### config.mk
export PLATFORM = sky130hd
export DESIGN_NAME = mult_seq_ctrl_flat
export DESIGN_NICKNAME = d
export VERILOG_FILES = /design/src/rtl/mult_seq_ctrl_if.sv /design/src/rtl/mult_seq_ctrl.sv /design/src/flat_wrapper.sv
export SDC_FILE = /design/constraint.sdc
export NUM_CORES = 1
export LEC_CHECK = 0
export CAP_MARGIN = 25
export CORE_AREA = 5 5 108 69
export DETAILED_ROUTE_END_ITERATION = 6
export DIE_AREA = 0 0 113 74
export SLEW_MARGIN = 20
export SYNTH_ARGS = -nofsm -noshare
export SYNTH_HDL_FRONTEND = slang
export SYNTH_SLANG_ARGS = --single-unit
export TNS_END_PERCENT = 50
### constraint.sdc
create_clock -name clock -period 3.38 [get_ports clock]
set_input_delay 0.676 -clock clock [delete_from_list [all_inputs] [get_ports clock]]
set_output_delay 0.676 -clock clock [all_outputs]
set_load 0.02 [all_outputs]
### src/rtl/mult_seq_ctrl_if.sv
// mult_seq_ctrl_if
//   Bundles the multiplier controller's handshake and accumulator-mux path.
//   Parameter N : operand width; product/accumulator width is 2N.
//   Signals:
//     iniciar        start request
//     multiplicando  unsigned multiplicand (N)
//     multiplicador  unsigned multiplier (N)
//     op             accumulator mux select (00 hold, 01 add, 10 clear)
//     a, b, c        mux inputs: hold value, add value, zero (2N)
//     saida_mux      mux output fed back as accumulator next value (2N)
//     produto        final product register (2N)
//     pronto         one-cycle "produto valid" pulse
//     ocupado        high while an operation is in progress
//   Modports:
//     master : surrounding logic (top-level controller and the mux)
//     slave  : mult_seq_ctrl
interface mult_seq_ctrl_if #(
    parameter int N = 5
);
    logic             iniciar;
    logic [N-1:0]     multiplicando;
    logic [N-1:0]     multiplicador;
    logic [1:0]       op;
    logic [2*N-1:0]   a;
    logic [2*N-1:0]   b;
    logic [2*N-1:0]   c;
    logic [2*N-1:0]   saida_mux;
    logic [2*N-1:0]   produto;
    logic             pronto;
    logic             ocupado;

    modport master (
        output iniciar, multiplicando, multiplicador, saida_mux,
        input  op, a, b, c, produto, pronto, ocupado
    );

    modport slave (
        input  iniciar, multiplicando, multiplicador, saida_mux,
        output op, a, b, c, produto, pronto, ocupado
    );
endinterface

### src/rtl/mult_seq_ctrl.sv
// mult_seq_ctrl
//   Sequential shift-and-add unsigned multiplier controller. Drives the
//   select and operands of the external 3:1 accumulator mux and holds the
//   accumulator, which reloads from the mux output in LOAD and CALC.
//   One multiplier bit is processed per clock.
//   Ports:
//     clock  : system clock, rising edge
//     reset  : asynchronous, active-high
//     bus    : mult_seq_ctrl_if.slave (handshake, operands, mux path, result)
//   Optional build macro:
//     MULT_EARLY_EXIT_EN : leave CALC as soon as the remaining multiplier
//                          bits are all zero (result unchanged, shorter latency)
module mult_seq_ctrl #(
    parameter int N = 5
) (
    input  logic                clock,
    input  logic                reset,
    mult_seq_ctrl_if.slave      bus
);
    localparam int CW = (N > 1) ? $clog2(N) : 1;

    typedef enum logic [1:0] {
        IDLE,
        LOAD,
        CALC,
        DONE
    } state_t;

    state_t          state;
    state_t          state_n;
    logic [2*N-1:0]  acc;
    logic [2*N-1:0]  produto_r;
    logic            pronto_r;
    logic [N-1:0]    mcand;
    logic [N-1:0]    mplier;
    logic [CW-1:0]   count;
    logic            last;

    // Mux operands: hold, add shifted multiplicand, clear.
    assign bus.a       = acc;
    assign bus.b       = acc + ({{N{1'b0}}, mcand} << count);
    assign bus.c       = '0;
    assign bus.produto = produto_r;
    assign bus.pronto  = pronto_r;

`ifdef MULT_EARLY_EXIT_EN
    // Done once no set multiplier bit remains above the current one.
    assign last = (count == CW'(N - 1)) || (((mplier >> count) >> 1) == '0);
`else
    assign last = (count == CW'(N - 1));
`endif

    always_ff @(posedge clock or posedge reset) begin
        if (reset) begin
            state <= IDLE;
        end else begin
            state <= state_n;
        end
    end

    always_comb begin
        state_n     = state;
        bus.op      = 2'b00;
        bus.ocupado = 1'b0;
        case (state)
            IDLE: begin
                if (bus.iniciar) begin
                    state_n = LOAD;
                end
            end
            LOAD: begin
                bus.op      = 2'b10;
                bus.ocupado = 1'b1;
                state_n     = CALC;
            end
            CALC: begin
                bus.op      = mplier[count] ? 2'b01 : 2'b00;
                bus.ocupado = 1'b1;
                if (last) begin
                    state_n = DONE;
                end
            end
            DONE: begin
                state_n = IDLE;
            end
            default: begin
                state_n = IDLE;
            end
        endcase
    end

    // pronto is registered together with produto so the pulse and the new
    // result appear in the same cycle, right after DONE.
    always_ff @(posedge clock or posedge reset) begin
        if (reset) begin
            acc       <= '0;
            produto_r <= '0;
            pronto_r  <= 1'b0;
            mcand     <= '0;
            mplier    <= '0;
            count     <= '0;
        end else begin
            pronto_r <= 1'b0;
            case (state)
                IDLE: begin
                    if (bus.iniciar) begin
                        mcand  <= bus.multiplicando;
                        mplier <= bus.multiplicador;
                    end
                end
                LOAD: begin
                    acc   <= bus.saida_mux;
                    count <= '0;
                end
                CALC: begin
                    acc   <= bus.saida_mux;
                    count <= count + 1'b1;
                end
                DONE: begin
                    produto_r <= acc;
                    pronto_r  <= 1'b1;
                end
                default: begin
                end
            endcase
        end
    end
endmodule

### src/flat_wrapper.sv
// flat-port wrapper written by rule: the top's interface ports become plain ports
module mult_seq_ctrl_flat 
#(
    parameter int N = 5
)
  (clock, reset, bus_iniciar, bus_multiplicando, bus_multiplicador, bus_saida_mux, bus_op, bus_a, bus_b, bus_c, bus_produto, bus_pronto, bus_ocupado);
  mult_seq_ctrl_if #(.N(N)) bus_i ();
  input  logic clock;
  input  logic reset;
  input wire logic [$bits(bus_i.iniciar)-1:0] bus_iniciar;
  input wire logic [$bits(bus_i.multiplicando)-1:0] bus_multiplicando;
  input wire logic [$bits(bus_i.multiplicador)-1:0] bus_multiplicador;
  input wire logic [$bits(bus_i.saida_mux)-1:0] bus_saida_mux;
  output wire logic [$bits(bus_i.op)-1:0] bus_op;
  output wire logic [$bits(bus_i.a)-1:0] bus_a;
  output wire logic [$bits(bus_i.b)-1:0] bus_b;
  output wire logic [$bits(bus_i.c)-1:0] bus_c;
  output wire logic [$bits(bus_i.produto)-1:0] bus_produto;
  output wire logic [$bits(bus_i.pronto)-1:0] bus_pronto;
  output wire logic [$bits(bus_i.ocupado)-1:0] bus_ocupado;
  assign bus_i.iniciar = bus_iniciar;
  assign bus_i.multiplicando = bus_multiplicando;
  assign bus_i.multiplicador = bus_multiplicador;
  assign bus_i.saida_mux = bus_saida_mux;
  assign bus_op = bus_i.op;
  assign bus_a = bus_i.a;
  assign bus_b = bus_i.b;
  assign bus_c = bus_i.c;
  assign bus_produto = bus_i.produto;
  assign bus_pronto = bus_i.pronto;
  assign bus_ocupado = bus_i.ocupado;
  mult_seq_ctrl #(.N(N)) u_core (.clock(clock), .reset(reset), .bus(bus_i));
endmodule
==> reports/metrics.yaml <==
routabilityCongestion: 0.847
period_needed_ns: 3.49
synth_top_area_share_pct: 41.8
drv_cap: 0
gr-total-overflow: 0
startpoint_type: "flop"
num-fill-cells: 593
synth-edff-count: 0
core_um2: 6420
die_area_um2: 8360
grt-busiest-layer: "met1"
avgRoutedWirePerCell_um: 14.4
grt_pass1_vias: 1709
status: "finished with violations"
nets: 324
syn_inst: 198
synth_largest_area_cell: "dfrtp_1"
ant_nets: 0
setup_viol: 2
yosysWarnings: 0
skew_ns: 0.00898
hold_buffers: 0
timing.hold.ws_ns: 0.500
slew_headroom_pct: 61.9
violations: "setup timing"
drt_iter0_drc: 70
clkSinkCount: 36
ys_top_cells_by_count: "dfrtp_1, mux2_2, ha_1"
hold_class: "reg -> reg"
vias_per_cell: 4.62
clk_pin_slew_worst_paths_ns: 0.07
gr-usage-all-layers_pct: 12.9
io_pins: 67
ys_seq_area_share_pct: 41.8
ys_ff_latch: 36
rsz0062_at_grt: "true"
cp-end-kind: "output pin"
drt_wl_total_um: 5330
grt_max_degree: 25
areaGrowthSynthToFinish_pct: 46.5
setup-tns-final_ns: -0.187
syn_area_per_cell_um2: 10.9
drv_slew: 0
grtUsageMet2_pct: 17.5
route.vias.total: 1715
final.setup.worst_slack_ns: -0.105
crit_fanout: 7
initial_core_util_pct: 33.6
met1_usage_pct: 19.1
drcViolationCount: 0
cp.required_ns: 2.70
antenna_found_initial: 0
dr.pass1.iters: 4
synthArstFlopShare_pct: 100
hold_viol_final: 0
synthesis.area_um2: 2160
clockBufferDepth: 2
worst_ep_arrival_time_ns: 2.81
io_buffer_count: 56
grt_pass1_wl_um: 8460
yosysMostFrequentCell: "dfrtp_1"
ys_types: 43
rows: 23
place_hpwl_um: 4090
finalCritPeriodShare_pct: 103
numCtsBuffers: 5
htree_levels: 2
tightest_slew_ns: 0.572
clkLatencyLatePin_ns: 0.29
path_class: "reg -> out"
cts-root-buf: "clkbuf_8"
max_clock_freq_mhz: 287
diodes: 0
grtUsageMet3_pct: 5.77
die_w_um: 113
die-height_um: 74
synthFlopType: "dfrtp_1"
cts_tree: "done"
synth.area.top_cells: "dfrtp_1, mux2_2, ha_1"
drive_gt1_share_pct: 34.5
## cells in the final DEF, fill, tap and decap left out, types with 2 or more instances in the layout
cell and instances:
nand4_1 2, o21a_1 2, and2_4 2, o21ai_0 7, inv_1 13, a21oi_2 2
buf_2 2, xnor2_1 4, dfrtp_1 35, mux2_2 30, clkdlybuf4s50_1 48, buf_4 32
mux2i_2 2, conb_1 10, ha_1 14, nand3_1 5, a21o_1 4, nor2_1 4
nand2_1 12, buf_6 3, clkbuf_8 5, nor3_1 4, a21oi_1 5
## kinds of logic (layout without fill, tap and decap cells)
family	after synthesis	count (layout)	share of synthesized area, %
and+or+nand+nor	39	39	8.94
DFF	36	36	41.8
muxes	35	35	19.0
AOI/OAI and AO/OA	33	33	9.87
buffers and inverters	31	108	7.60
adders and majority gates	17	17	10.2
xor gates and xnor gates	6	6	2.44
other	1	10	0.174
## worst max-delay path, cell delays in order (launching register included)
cell	delay, ns
dfrtp_2	0.47
inv_2	0.08
nand2_2	0.06
buf_6	0.12
mux2i_2	0.16
and2_4	0.19
ha_4	0.19
nor2b_4	0.12
o21a_1	0.19
buf_4	0.14
o21a_1	0.18
or4_4	0.41
nand3_2	0.09
buf_6	0.11
## flip-flops by register name, summed over array words and instances (netlist names)
signal,flops
u_core.mcand,5
u_core.state,2
u_core.bus.pronto,1
u_core.mplier,5
u_core.count,3
u_core.bus.a,10
u_core.bus.produto,10
## routing by layer
layer | wire, um | vias to the layer above
li1 | - | 855
met1 | 2780 | 808
met4 | 18 | 0
met3 | 465 | 2
met5 | 0 | -
met2 | 2060 | 50
## stage by stage
| step | instances | worst slack [ns] | cell area (um^2) | util [%] |
|---|---|---|---|---|
| finish | 371 | -0.105 | 3160 | 49.2 |
| global route | 371 | -0.206 | 3160 | 49.2 |
| CTS | 367 | -0.170 | 3050 | 47.5 |
| detailed placement | 358 | -0.313 | 2940 | 45.7 |
| global placement | 358 | -0.288 | 2940 | 45.7 |
| floorplan | 207 | 0.164 | 2190 | - |
## timing repair
action | in CTS | in global routing
pin swaps | 3 | 9
resized for setup | 37 | 26
setup endpoints to repair | 8 | 7
setup buffers | 2 | 4
## cell type report
| cell class | count | area (um^2) | area share [%] |
|---|---|---|---|
| Sequential cell | 36 | 902 | 28.6 |
| Tap cell | 87 | 109 | 3.45 |
| Multi-Input combinational cell | 140 | 1230 | 39.0 |
| Clock inverter | 1 | 5.00 | 0.158 |
| Inverter | 14 | 52.6 | 1.66 |
| Clock buffer | 6 | 72.6 | 2.30 |
| Timing Repair Buffer | 87 | 786 | 24.9 |
## worst paths after layout
kind / startpoint / end / slack, ns / depth (start not counted)
min: u_core.mplier[1]$_DFFE_PP0P_ / u_core.mplier[1]$_DFFE_PP0P_ / 0.50 / 1
min reg2reg: u_core.mplier[1]$_DFFE_PP0P_ / u_core.mplier[1]$_DFFE_PP0P_ / 0.50 / 1
max in group asynchronous: reset / u_core.count[0]$_DFFE_PP0P_ / 1.89 / 3
max: u_core.count[0]$_DFFE_PP0P_ / bus_b[6] / -0.11 / 13
min in group asynchronous: reset / u_core.bus.produto[5]$_DFFE_PP0P_ / 0.74 / 2
max reg2reg: u_core.state[1]$_DFFE_PP0P_ / u_core.bus.a[3]$_DFFE_PP0P_ / 1.78 / 4
Power is not shown: default switching activity piles up to over one toggle a cycle in this logic, so the estimate is an artifact.
